## config.mk

```make
export PLATFORM = sky130hd
export DESIGN_NAME = lsu_load
export DESIGN_NICKNAME = d
export VERILOG_FILES = /design/src/rtl/lsu_load.sv
export SDC_FILE = /design/constraint.sdc
export NUM_CORES = 1
export LEC_CHECK = 0
export BUFFER_PORTS_ARGS = -buffer_cell sky130_fd_sc_hd__buf_2
export CAP_MARGIN = 40
export CORE_ASPECT_RATIO = 0.8
export CORE_MARGIN = 3
export CORE_UTILIZATION = 51
export CTS_BUF_LIST = sky130_fd_sc_hd__clkbuf_4 sky130_fd_sc_hd__clkbuf_8
export CTS_CLUSTER_DIAMETER = 120
export DETAILED_ROUTE_END_ITERATION = 8
export GPL_ROUTABILITY_DRIVEN = 0
export PLACE_DENSITY_LB_ADDON = 0.2
export SYNTH_ARGS = -nofsm -noshare
export SYNTH_HDL_FRONTEND = slang
export SYNTH_SLANG_ARGS = --single-unit
```

## constraint.sdc

```tcl
create_clock -name ACLK -period 2.6 [get_ports ACLK]
set_input_delay 0.13 -clock ACLK [delete_from_list [all_inputs] [get_ports ACLK]]
set_output_delay 0.13 -clock ACLK [all_outputs]
set_load 0.05 [all_outputs]
```

## src/rtl/lsu_load.sv

```systemverilog
// Single-outstanding load unit in front of mem_read: aligns the address, extracts and extends the lane.
// Optional misalignment trap enabled by defining LSU_MISALIGN_CHECK_EN (adds the wb_misalign port).
module lsu_load #(
    parameter int ADDR_W = 32,
    parameter int DATA_W = 64
) (
    input  logic              ACLK,
    input  logic              ARESETn,
    input  logic              req_valid,
    output logic              req_ready,
    input  logic [ADDR_W-1:0] req_addr,
    input  logic [2:0]        req_funct3,
    input  logic [4:0]        req_rd,
    output logic              mem_en,
    output logic [ADDR_W-1:0] mem_addr,
    input  logic              mem_valid,
    input  logic [DATA_W-1:0] mem_rdata,
    output logic              wb_valid,
    input  logic              wb_ready,
    output logic [DATA_W-1:0] wb_data,
    output logic [4:0]        wb_rd,
`ifdef LSU_MISALIGN_CHECK_EN
    output logic              wb_misalign,
`endif
    output logic [31:0]       stall_cnt,
    output logic [1:0]        dbg_state
);

    // Handshakes: a transfer happens on a rising edge where valid and ready are both high;
    // valid never waits on ready, and payload is held stable while valid is high and ready is low.
    localparam logic [1:0] S_IDLE = 2'd0;
    localparam logic [1:0] S_WAIT = 2'd1;
    localparam logic [1:0] S_RESP = 2'd2;

    logic [1:0]        state_q, state_d;
    logic [2:0]        off_q, off_d;
    logic [2:0]        f3_q, f3_d;
    logic              mem_en_q, mem_en_d;
    logic [ADDR_W-1:0] mem_addr_q, mem_addr_d;
    logic              wb_valid_q, wb_valid_d;
    logic [DATA_W-1:0] wb_data_q, wb_data_d;
    logic [4:0]        wb_rd_q, wb_rd_d;
    logic [31:0]       stall_q, stall_d;
    logic              req_mis;

    // Low offset bits below the access size simply drop out of the lane index.
    function automatic logic [63:0] extract(input logic [2:0] f3, input logic [2:0] off,
                                            input logic [63:0] d);
        logic [7:0]  b;
        logic [15:0] h;
        logic [31:0] w;
        logic [63:0] r;
        b = d[{off, 3'b000} +: 8];
        h = d[{off[2:1], 4'b0000} +: 16];
        w = d[{off[2], 5'b00000} +: 32];
        case (f3)
            3'b000:  r = {{56{b[7]}}, b};
            3'b001:  r = {{48{h[15]}}, h};
            3'b010:  r = {{32{w[31]}}, w};
            3'b100:  r = {56'd0, b};
            3'b101:  r = {48'd0, h};
            3'b110:  r = {32'd0, w};
            default: r = d;
        endcase
        return r;
    endfunction

`ifdef LSU_MISALIGN_CHECK_EN
    logic mis_q;

    always_comb begin
        req_mis = 1'b0;
        case (req_funct3[1:0])
            2'b01:   req_mis = req_addr[0];
            2'b10:   req_mis = |req_addr[1:0];
            2'b11:   req_mis = |req_addr[2:0];
            default: req_mis = 1'b0;
        endcase
    end

    always_ff @(posedge ACLK) begin
        if (!ARESETn) begin
            mis_q <= 1'b0;
        end else if (state_q == S_IDLE && req_valid) begin
            mis_q <= req_mis;
        end
    end

    assign wb_misalign = mis_q;
`else
    assign req_mis = 1'b0;
`endif

    always_comb begin
        state_d    = state_q;
        off_d      = off_q;
        f3_d       = f3_q;
        mem_en_d   = mem_en_q;
        mem_addr_d = mem_addr_q;
        wb_valid_d = wb_valid_q;
        wb_data_d  = wb_data_q;
        wb_rd_d    = wb_rd_q;
        stall_d    = stall_q;
        case (state_q)
            S_IDLE: begin
                if (req_valid) begin
                    off_d      = req_addr[2:0];
                    f3_d       = req_funct3;
                    wb_rd_d    = req_rd;
                    mem_addr_d = {req_addr[ADDR_W-1:3], 3'b000};
                    if (req_mis) begin
                        state_d    = S_RESP;
                        wb_valid_d = 1'b1;
                        wb_data_d  = '0;
                    end else begin
                        state_d  = S_WAIT;
                        mem_en_d = 1'b1;
                    end
                end
            end
            S_WAIT: begin
                stall_d = stall_q + 32'd1;
                if (mem_valid) begin
                    state_d    = S_RESP;
                    mem_en_d   = 1'b0;
                    wb_valid_d = 1'b1;
                    wb_data_d  = extract(f3_q, off_q, mem_rdata);
                end
            end
            S_RESP: begin
                // Acceptance returns to IDLE only; a new request waits for the next cycle.
                if (wb_ready) begin
                    state_d    = S_IDLE;
                    wb_valid_d = 1'b0;
                end
            end
            default: state_d = S_IDLE;
        endcase
    end

    always_ff @(posedge ACLK) begin
        if (!ARESETn) begin
            state_q    <= S_IDLE;
            off_q      <= 3'd0;
            f3_q       <= 3'd0;
            mem_en_q   <= 1'b0;
            mem_addr_q <= '0;
            wb_valid_q <= 1'b0;
            wb_data_q  <= '0;
            wb_rd_q    <= 5'd0;
            stall_q    <= 32'd0;
        end else begin
            state_q    <= state_d;
            off_q      <= off_d;
            f3_q       <= f3_d;
            mem_en_q   <= mem_en_d;
            mem_addr_q <= mem_addr_d;
            wb_valid_q <= wb_valid_d;
            wb_data_q  <= wb_data_d;
            wb_rd_q    <= wb_rd_d;
            stall_q    <= stall_d;
        end
    end

    assign req_ready = (state_q == S_IDLE);
    assign mem_en    = mem_en_q;
    assign mem_addr  = mem_addr_q;
    assign wb_valid  = wb_valid_q;
    assign wb_data   = wb_data_q;
    assign wb_rd     = wb_rd_q;
    assign stall_cnt = stall_q;
    assign dbg_state = state_q;

endmodule
```

==> results.txt, run 1 <==
* Result of the run: finished, final reports clean
- Effective utilization at floorplan: 0.533
- In this run the critical register-to-register path is launched from stall_cnt[10].
- Of the total synthesized cell area, the portion taken by full adders, half adders and majority gates is 0.00188.
* Remaining Overflow, GRT: 0
* Net switching power: roughly 1.7 mW
- Power spread over the standard cell area amounts to around 610 nW/um2.
- Crit path required time: 2.98 ns
- In the finished design, the share of the clock period the worst path needs comes to 0.855.
- The floorplan step defined a die boundary enclosing roughly 14000 um2.
- Number of standard-cell rows in the floorplan: 36
- Min cycle time layout: 2.22 ns
- Setup Slack @ Placement: approximately 0.42 ns
- Number of maximum-capacitance constraint violations: 0
- Synthesis produced a netlist whose cell count is a little over 800.
- Area growth syn-to-layout: 37.6%
- Entering global routing, the biggest net connects between 60 and 70 pins.
- In the layout the commonest cells are sky130_fd_sc_hd__buf_2 (243), sky130_fd_sc_hd__nand2_1 (144), sky130_fd_sc_hd__dfxtp_1 (140), sky130_fd_sc_hd__a21oi_1 (105).
- Highest achievable clock rate: about 0.45 GHz
- Setup TNS after final layout: 0 ns
- Number of clock buffers inserted by TritonCTS: 17
* Basic-gate share of the synthesized area counting and, or, nand and nor cells: 0.211
* Synth cell types: between 50 and 60
- Share of flip-flops with an asynchronous set or reset: 0
* Count of final setup violators: 0
- Combinational Power Share: 0.212
- The most critical setup path has its startpoint at stall_cnt[10].
* Number of nets in the layout: approximately 1200
- The largest single stage delay on the critical path is 0.71 ns.
- Post-DP HPWL: 14800 um
- Input and output buffers added on the ports amount to ~240.
- Routed Antenna Nets: 0
* Internal power: 3.84 mW
* Met2 Resource Use GR: 0.488
* Compound-cell area share of the yosys netlist: 0.185
* GRT Resource Usage Total: 0.309
- The worst hold path begins at wb_ready.
- Global-route wire length before repair: 35900 um
- Sink Count: 140
- Clock-pin slew was measured on the worst setup and hold paths at ~0.08 ns.
* Detailed router's first-iteration violation count: 681
- Number of remaining DRC errors: 0
- The critical path is of the reg -> reg type.
- Fraction of met3 tracks used by global routing: 0.113
- Slew HR: 0.540
- Tightest Hold Check Type: in -> reg
- The die is 134 um wide.
- After synthesis the cells add up to between 6000 and 7000 um2.
- Element type at the critical path start: register
- I/O pin count: roughly 250
* Cells along the critical path: nand4_2 > or4_1 > nor2_4 > or4b_1 > a21oi_1
- Of the synthesized area, sequential elements account for 0.421.
- In the final layout, the share of cells above drive strength 1 is 0.294.
- Layout fillers: a little under 1000
- Leakage power: slightly below 4 nW
- The cell family contributing the most delay on the critical path is simple AND/OR/NAND/NOR gates.
* Number of hold violations in the final report: 0
- Yosys printed 0 warnings.
- In the synthesized netlist the dominant register cell turns out to be sky130_fd_sc_hd__dfxtp_1.
* Core ar.: around 12000 um2
- Most common cell after layout, fill and taps aside: sky130_fd_sc_hd__buf_2
- Resized Gates After CTS: 0
* Combined buffer and inverter count along the critical path: 0
* Master of the slowest instance on the critical path: sky130_fd_sc_hd__or4_1
- The initial antenna violation count came to 0.
- Maximum vdd ir drop: around 540 uV
* Crit path DAT: 2.61 ns
- Critical path capture point type: register
* First-pass DRT Iterations: 5
- Clock network power share: 0.370
* Sw Share: 0.308
- CP Max Fanout: 6
* Final-report max-slew violation count: 0
* RSZ-0062 raised after global routing: false
- For the pin with the worst max-slew slack, the measured transition is 0.689 ns.
* Number of vias per cell: ~5.5
- Die Height: roughly 110 um
* Maximum level of the CTS H-tree: 4
* Fraction of synthesized cell area in xor and xnor cells: 0.0303
- For met1 alone, demand over resource in global routing was 0.394.
- In this run the most used layer during global routing was met2.
* Clock tree from TritonCTS: done
- Setup slack closes at 0.377 ns.
- The via count of the first global-routing pass came to between 6000 and 7000.
* Final Skew: approximately 0.013 ns
- Of the post-synthesis cell area, the part taken by muxes is 0.107.
- Counting along the longest clock path gives a buffer depth of 2.
* Number of enable-type register cells in the synthesized netlist: 0
- Dividing the detail-routed wire length by the instance count gives approximately 17 um.
- Clock network latency to the later pin of the worst-skew pair: roughly 0.45 ns
* Average footprint of a synthesized cell: just over 8 um2
- After detailed routing, the total wire length is between 20000 and 25000 um.
* Main combinational cell family by area after synthesis: simple AND/OR/NAND/NOR gates
- The synthesized design contains between 100 and 150 register bits.
* Power share of the sequential group: 0.418
* Clock root buffer master: sky130_fd_sc_hd__clkbuf_8
* Number of buffers added to fix hold violations after cts: 73
* Number of antenna cells inserted: 0
- Across all layers, the routed design uses 7127 vias.
* Post-CTS Repair Setup Buffers: 0
==> registers in the layout, indices dropped and copies added, names as in the netlist <==
| signal | flops |
|---|---|
| off_q | 3 |
| mem_addr | 29 |
| dbg_state | 2 |
| wb_valid | 1 |
| wb_rd | 5 |
| f3_q | 3 |
| wb_data | 64 |
| stall_cnt | 32 |
| mem_en | 1 |
==> power by group through the flow <==
stage	sequential, mW	clock, mW	combinational (mW)
2_1_floorplan	2.69	0	0.420
4_1_cts	2.32	2.08	1.15
5_1_grt	2.34	2.18	1.25
3_3_place_gp	2.36	0	1.06
6_report	2.32	2.06	1.18
3_5_place_dp	2.37	0	1.07
==> tightest hold or removal path, stage by stage <==
cell and delay (ns):
sky130_fd_sc_hd__buf_2 0.11, sky130_fd_sc_hd__nand2b_1 0.07, sky130_fd_sc_hd__a21oi_1 0.06, sky130_fd_sc_hd__nor2_1 0.08
==> logic make-up (layout without fill, tap and decap cells) <==
family	count (synthesis)	count (layout)
buf+inv	72	370
fa+ha+maj	1	1
xor+xnor	23	23
simple gates	298	298
flops	140	140
mux	57	57
compound gates	222	222
other cells	1	3
==> metrics by stage <==
step / hold slack [ns] / total power [mW] / util / area (um2) / cells
floorplan: 0.264 / 3.11 / - / 6660 / 816
global placement: 0.371 / 3.42 / 0.639 / 7970 / 1181
detailed placement: 0.375 / 3.43 / 0.639 / 7970 / 1181
CTS: 0.0138 / 5.55 / 0.734 / 9160 / 1285
global route: 0.0337 / 5.77 / 0.734 / 9160 / 1285
finish: 0.0370 / 5.56 / 0.734 / 9160 / 1285
==> path summary, 6_finish.rpt <==
check | endpoint | slack, ns | depth (start not counted)
hold / removal | wb_valid | 0.04 | 4
setup reg to reg | stall_cnt[31] | 0.38 | 5
hold reg to reg | mem_addr[19] | 0.45 | 2
setup / recovery | stall_cnt[31] | 0.38 | 5
==> routing by layer <==
metal,up-vias,share of wire
met5,-,0
met4,0,0.024
met3,56,0.098
met2,350,0.46
met1,3280,0.42
li1,3441,-
==> synth_stat cells (2+ instances only) <==
cell	count	area [um2]
sky130_fd_sc_hd__a211oi_1	3	22.5
sky130_fd_sc_hd__a21oi_1	105	526
sky130_fd_sc_hd__a221oi_1	6	52.6
sky130_fd_sc_hd__a31oi_1	7	43.8
sky130_fd_sc_hd__a32oi_1	4	35.0
sky130_fd_sc_hd__and2_1	8	50.1
sky130_fd_sc_hd__and3_1	14	87.6
sky130_fd_sc_hd__and4_1	5	43.8
sky130_fd_sc_hd__buf_1	5	18.8
sky130_fd_sc_hd__buf_2	7	35.0
sky130_fd_sc_hd__buf_4	3	22.5
sky130_fd_sc_hd__clkbuf_1	51	191
sky130_fd_sc_hd__dfxtp_1	140	2800
sky130_fd_sc_hd__inv_1	5	18.8
sky130_fd_sc_hd__mux2_2	21	236
sky130_fd_sc_hd__mux2i_1	27	270
sky130_fd_sc_hd__mux4_2	9	203
sky130_fd_sc_hd__nand2_1	144	541
sky130_fd_sc_hd__nand2b_1	11	68.8
sky130_fd_sc_hd__nand3_1	9	45.0
sky130_fd_sc_hd__nand3b_1	2	15.0
sky130_fd_sc_hd__nand4_1	13	81.3
sky130_fd_sc_hd__nor2_1	48	180
sky130_fd_sc_hd__nor2b_1	11	68.8
sky130_fd_sc_hd__nor3_1	11	55.1
sky130_fd_sc_hd__nor3b_1	2	15.0
sky130_fd_sc_hd__nor4_1	3	18.8
sky130_fd_sc_hd__o211ai_1	4	30.0
sky130_fd_sc_hd__o21ai_0	73	365
sky130_fd_sc_hd__o22ai_1	6	37.5
sky130_fd_sc_hd__o32ai_1	2	17.5
sky130_fd_sc_hd__or3_1	10	62.6
sky130_fd_sc_hd__xnor2_1	11	96.3
sky130_fd_sc_hd__xor2_1	12	105
==> cell type report <==
cell class	count	area, um2	area share
multi-input cells	604	3570	0.390
flip-flops and latches	140	2800	0.306
repair buffers	333	2090	0.228
clock buffers	21	270	0.0295
well taps	171	214	0.0234
clock inverters	10	188	0.0205
inverters	6	22.5	0.00246
Note: power is estimated with default switching activity, not from simulation.
==> run 2, diff against run 1 <==
==> constraint.sdc (replaced) <==
create_clock -name ACLK -period 2.6 [get_ports ACLK]
set_input_delay 0.52 -clock ACLK [delete_from_list [all_inputs] [get_ports ACLK]]
set_output_delay 0.52 -clock ACLK [all_outputs]
set_load 0.05 [all_outputs]
==> run 2 against run 1 <==
  * Sequential power barely moved
  * Design area fell by 7.6%
  * Routed wire length fell by 8.2%
  * Register-to-register slack barely moved
  * Utilization fell by 5.6 points
  * Worst hold slack improved by 0.26 ns
  * Critical endpoint unchanged
  * Largest cell class unchanged
==> results.txt, run 2 (synthesis gave the netlist of run 1 again) <==
- Actual transition at the worst max-transition pin: 0.631 ns
- The worst hold path was traced through 3 stages.
- The design draws ~5.4 mW.
- The setup path with the least slack is of type reg -> reg.
- Resized Gates After CTS: 0
- Sw Share: 0.307
* Number of hold violations in the final report: 0
- Combined buffer and inverter count along the critical path: 0
* Setup slack on the worst flop-to-flop path: a little under 0.4 ns
- Worst path top cell family by delay: simple AND/OR/NAND/NOR gates
- Number of standard-cell rows in the floorplan: 36
- The clock reaches the later pin of the worst-skew pair after 0.45 ns.
- Dividing the detail-routed wire length by the instance count gives between 15 and 20 um.
* Critical Path Max Stage Delay: about 0.71 ns
- Wires add up to just over 20000 um.
* Clock slew seen by the registers of the worst setup and hold paths: 0.08 ns
- Of the total power, combinational logic draws 0.201.
- Routed Antenna Nets: 0
- Maximum level of the CTS H-tree: 4
- Busiest metal layer after global routing: met2
- Fraction of met3 tracks used by global routing: 0.0898
* Clock tree from TritonCTS: done
- For this run, the total global-route usage over all layers was measured as 0.280.
- Area growth syn-to-layout: 27.1%
- Die Height: 108 um
* Net switching power: roughly 1.7 mW
- Number of vias per cell: 5.61
* Maximum number of pins on one net before global-route repair: between 50 and 60
* Post-CTS Repair Setup Buffers: 0
- The core region is roughly 12000 um2.
- Across the VDD grid, the largest voltage drop is around 430 uV.
- Post-DP HPWL: about 15000 um
- Global-route wire length before repair: 32200 um
* Worst flop-to-flop path startpoint: stall_cnt[9]
* Clock root buffer master: sky130_fd_sc_hd__clkbuf_8
- Of the cells placed in the final design, the portion with a size suffix greater than 1 is 0.317.
* Number of nets in the layout: ~1100
- In this run the deepest clock path goes through 2 buffers.
* Commonest cells after routing, fill and taps aside: sky130_fd_sc_hd__buf_2 (243), sky130_fd_sc_hd__nand2_1 (144), sky130_fd_sc_hd__dfxtp_1 (140), sky130_fd_sc_hd__a21oi_1 (105), sky130_fd_sc_hd__o21ai_0 (73)
* I/O pin count: between 200 and 250
- Setup violations remaining at the end of the flow were counted as 0.
- The floorplan step set the die width to around 130 um.
* DP Cell Count: 1185
- Clock network power share: 0.371
- Number of antenna violations at the first check in global routing: 1
- On the final layout, the worst hold slack is 0.299 ns.
* Critical path capture point type: register
* Worst R2R Path Depth: 5
- Final Skew: approximately 0.013 ns
- 0 antenna diodes ended up in the layout.
- Power spread over the standard cell area amounts to around 640 nW/um2.
- For this configuration, the core starts out at a cell density of 0.533.
* Crit path required time: ~3 ns
- The final count of pins violating max slew is 0.
- Quantity of I/O buffers inserted on ports: between 200 and 250
- Via count of the first global-routing pass: between 6000 and 7000
* Tightest Hold Check Type: in -> reg
- Cell internal power was estimated by the tool at 3.75 mW.
* Detailed router's first-iteration violation count: 530
- The die covers approximately 14000 um2.
- In the global route stage, met1 resource usage came out at 0.379.
- Crit path DAT: 2.59 ns
- The first detailed-routing pass ran for 5 iterations.
- The worst path needs roughly 2.2 ns of the cycle, external delays included.
- Cells along the critical path: nand4_2 > or4_1 > nor2_4 > or4b_1 > a21oi_1
- For this run, design rule violations remaining after detail routing come to 0.
* Number of standard cells in the layout, taps in and fillers out: 1216
* Leakage power: approximately 3.7 nW
- Slew HR: 0.578
* RSZ-0062 raised after global routing: false
- Adding up every negative setup slack in the final design gives 0 ns.
* Met2 Resource Use GR: 0.432
- Sink Count: 140
* Via count: approximately 7000
- The worst setup path is launched from a register.
- The path with the worst hold slack has its endpoint at mem_addr[19].
- The layout has 1106 filler cells.
* Number of buffers added to fix hold violations after cts: 0
* Most common cell after layout, fill and taps aside: sky130_fd_sc_hd__buf_2
- Result of the run: finished, final reports clean
- Power share of the sequential group: 0.428
- Derived from the worst setup path, the maximum achievable clock frequency is around 0.45 GHz.
- Final clock period utilization by the worst path: 0.851
- The total overflow left after global routing is 0.
* Master of the slowest instance on the critical path: sky130_fd_sc_hd__or4_1
- Endpoint of the most critical register-to-register path: stall_cnt[31]
- Number of maximum-capacitance constraint violations: 0
* Max FFs per register: between 60 and 70
- Source of the worst hold timing path: req_addr[19]
- Clock tree synthesis inserted a total of 17 buffers.
- Along the worst path, the maximum fanout reaches 7.
[run 2: layout make-up]
class | instances | area (um2) | area share
clock buffer | 22 | 303 | 0.0358
clock inverter | 9 | 158 | 0.0186
inverter | 6 | 22.5 | 0.00266
multi-input combinational | 604 | 3570 | 0.422
sequential | 140 | 2800 | 0.331
tap | 171 | 214 | 0.0253
timing repair buffer | 264 | 1390 | 0.164
[run 2: how the worst max path moves through the flow]
stage	startpoint	end	slack, ns	cells after the start
2_1_floorplan	stall_cnt[10]	stall_cnt[31]	0.22	6
3_3_place_gp	stall_cnt[9]	stall_cnt[31]	0.51	5
3_5_place_dp	stall_cnt[9]	stall_cnt[31]	0.43	5
4_1_cts	stall_cnt[9]	stall_cnt[31]	0.41	5
5_1_grt	dbg_state[0]	wb_data[15]	0.26	4
6_report	stall_cnt[9]	stall_cnt[31]	0.39	5
[run 2: routing by layer]
metal,wire length [um],vias to the layer above
met3,2100,33
met5,16,-
li1,-,3303
met1,8880,3128
met4,362,2
met2,9130,359
[run 2: stage by stage]
stage	setup WS (ns)	instance area (um2)	utilization
after detailed placement	0.434	8000	0.641
after floorplan	0.215	6660	-
after CTS	0.406	8460	0.678
after global routing	0.260	8460	0.678
after global placement	0.510	8000	0.641
final	0.386	8460	0.678
[run 2: power by group through the flow]
stage	registers, mW	clock network, mW	logic, mW
2_1_floorplan	2.69	0	0.420
3_3_place_gp	2.36	0	1.07
3_5_place_dp	2.36	0	1.08
4_1_cts	2.31	2.04	1.08
5_1_grt	2.33	2.13	1.16
6_report	2.31	2.01	1.09
[run 2: worst min-delay path, cell delays in order]
cell and delay [ns]:
sky130_fd_sc_hd__buf_2 0.09, sky130_fd_sc_hd__nand2_1 0.04, sky130_fd_sc_hd__a21oi_1 0.05
==> run 3, diff against run 2 <==
--- a/config.mk
+++ b/config.mk
@@ -14,7 +14,7 @@
 export CTS_CLUSTER_DIAMETER = 120
 export DETAILED_ROUTE_END_ITERATION = 8
 export GPL_ROUTABILITY_DRIVEN = 0
-export PLACE_DENSITY_LB_ADDON = 0.2
+export PLACE_DENSITY = 0.93
 export SYNTH_ARGS = -nofsm -noshare
 export SYNTH_HDL_FRONTEND = slang
 export SYNTH_SLANG_ARGS = --single-unit
==> run 3 against run 2 <==
  * Sequential power is essentially flat
  * First-iteration DRC count up 18%
  * Design area is 1.1% lower
  * Register-to-register slack improved by 0.02 ns
  * Clock power fell by 11%
  * Clock-buffer cell count decreased by 3
  * Utilization is 0.72 points lower
  * Power is 4.0% lower
  * Global-route usage is 0.81 points higher
  * Worst setup slack better by 0.018 ns
  * Combinational power hardly changed
  * Sequential share of layout area is 0.36 points higher
  * Critical endpoint unchanged
  * Largest cell class unchanged
  * Largest power group unchanged
==> results.txt, run 3 (synthesis gave the netlist of run 1 again) <==
- The run finished with clean final reports.
* Element type at the critical path start: register
* Clock root buffer master: sky130_fd_sc_hd__clkbuf_8
* Via count: approximately 7000
* Final Skew: about 0.017 ns
- The worst pin sits at a relative slew slack of 0.610.
- Placed instance area: approximately 8000 um2
* Number of maximum-capacitance constraint violations: 0
* Sw Share: 0.333
* I/O pin count: between 200 and 250
- Summing internal, switching and leakage power gives roughly 5.2 mW.
* Quantity of I/O buffers inserted on ports: approximately 240
* Actual transition at the worst max-transition pin: 0.583 ns
* Number of antenna violations at the first check in global routing: 0
* Number of antenna cells inserted: 0
* Number of buffers added to fix hold violations after cts: 0
- STA puts the critical path data arrival time at 2.56 ns.
- Net switching power: 1.73 mW
- Number of remaining DRC errors: 0
* Clock tree from TritonCTS: done
- Across the VDD grid, the largest voltage drop is around 450 uV.
- Leakage power: 3.64 nW
- Number of standard-cell rows in the floorplan: 36
- For this configuration, the core starts out at a cell density of 0.533.
- Clock slew seen by the registers of the worst setup and hold paths: 0.09 ns
* Setup TNS after final layout: 0 ns
* Maximum level of the CTS H-tree: 4
- The path class of the tightest hold or removal check is in -> reg.
- The final layout contains 1141 nets.
- In this run the worst path has a maximum fanout of 7.
- Post-DP HPWL: roughly 16000 um
* Clock network power share: 0.344
- Setup violations remaining at the end of the flow were counted as 0.
- The clock reaches the later pin of the worst-skew pair after between 0.4 and 0.5 ns.
* Die Height: around 110 um
- Internal power comes to roughly 3.5 mW.
* Final-report max-slew violation count: 0
* Final clock period utilization by the worst path: 0.845
- By startpoint and endpoint, the worst setup path is classified as reg -> reg.
- Commonest cells after routing, fill and taps aside: sky130_fd_sc_hd__buf_2 (243), sky130_fd_sc_hd__nand2_1 (144), sky130_fd_sc_hd__dfxtp_1 (140), sky130_fd_sc_hd__a21oi_1 (105), sky130_fd_sc_hd__o21ai_0 (73)
* Highest achievable clock rate: between 0.4 and 0.5 GHz
- For this run, the slowest stage of the critical path takes slightly above 0.7 ns.
- Combinational Power Share: 0.209
- Number of clock buffers inserted by TritonCTS: 17
* Global-route wire length before repair: between 30000 and 40000 um
- STA puts the critical path data required time at roughly 3.0 ns.
- GRT Resource Usage Total: 0.289
- The total area inside the core boundary comes to between 10000 and 15000 um2.
- Mean routed wirelength per cell: approximately 17 um
- Across all setup checks in the final design, the least slack found is between 0.4 and 0.5 ns.
* Routed Antenna Nets: 0
- Master of the slowest instance on the critical path: sky130_fd_sc_hd__or4_1
- Most common cell after layout, fill and taps aside: sky130_fd_sc_hd__buf_2
- Fraction of layout instances using a drive strength above 1: 0.316
* Sink Count: 140
* Number of hold violations in the final report: 0
- Measured along the x axis, the die boundary spans between 100 and 150 um.
- The signal on the critical path passes through nand4_2 > or4_1 > nor2_4 > or4b_1 > a21oi_1.
- Remaining Overflow, GRT: 0
- Min cycle time layout: ~2.2 ns
- Before CTS, the worst setup slack after placement is 0.433 ns.
- From synthesis to final layout, the design area changed by 25.8%.
- Number of standard cells in the layout, taps in and fillers out: 1215
- Max FFs per register: between 60 and 70
- Number of vias per cell: around 5.8
* Die Footprint: approximately 14000 um2
* Detailed router's first-iteration violation count: 624
* DP Cell Count: approximately 1200
- Once the clock tree was built, the resizer swapped 0 gates to a different size.
- Via count of the first global-routing pass: around 6800
- The share of total power dissipated in sequential elements is 0.447.
- Maximum clock path buffer count: 2
- Final Cell Area: 8370 um2
* Final wirelength: 21200 um
* Post-CTS Repair Setup Buffers: 0
- Power per Cell Area: between 600 and 700 nW/um2
- The worst setup path is captured at a register.
* Maximum number of pins on one net before global-route repair: 42
* First-pass DRT Iterations: 5
- Setup repair after global routing left no endpoint under its margin.
## run 3: power groups by stage
stage	logic, mW	clock network, mW	registers [mW]
after floorplan	0.420	0	2.69
after global placement	1.05	0	2.36
after detailed placement	1.07	0	2.37
after CTS	1.08	1.81	2.32
after global routing	1.16	1.90	2.33
final	1.09	1.79	2.32
## run 3: final timing paths
path	from	end	slack (ns)	cells past startpoint
hold reg to reg	mem_addr[23]	mem_addr[23]	0.45	2
setup reg to reg	stall_cnt[9]	stall_cnt[31]	0.40	5
setup / recovery	stall_cnt[9]	stall_cnt[31]	0.40	5
hold / removal	req_addr[27]	mem_addr[27]	0.30	3
## run 3: worst max-delay path: cells and delay by family (launching register included)
family           cells  cell delay, ns
flip-flops           1            0.46
AND/OR/NAND/NOR      4            1.50
AO/OA/AOI/OAI        1            0.17
## run 3: metrics by stage
step / hold slack (ns) / util
after floorplan: 0.476 / -
after global placement: 0.438 / 0.639
after detailed placement: 0.443 / 0.639
after CTS: 0.284 / 0.671
after global routing: 0.284 / 0.671
final: 0.304 / 0.671
## run 3: final cells by class
type	instances	area, um2
Tap cell	171	214
Multi-Input combinational cell	604	3570
Clock inverter	13	143
Inverter	6	22.5
Sequential cell	140	2800
Clock buffer	19	255
Timing Repair Buffer	262	1360
Fill cell	1059	4110
## run 3: metal layers
layer	global-route usage	share of wire
met5	0	0
met4	0.130	0.040
met3	0.0972	0.11
met1	0.362	0.41
met2	0.453	0.45
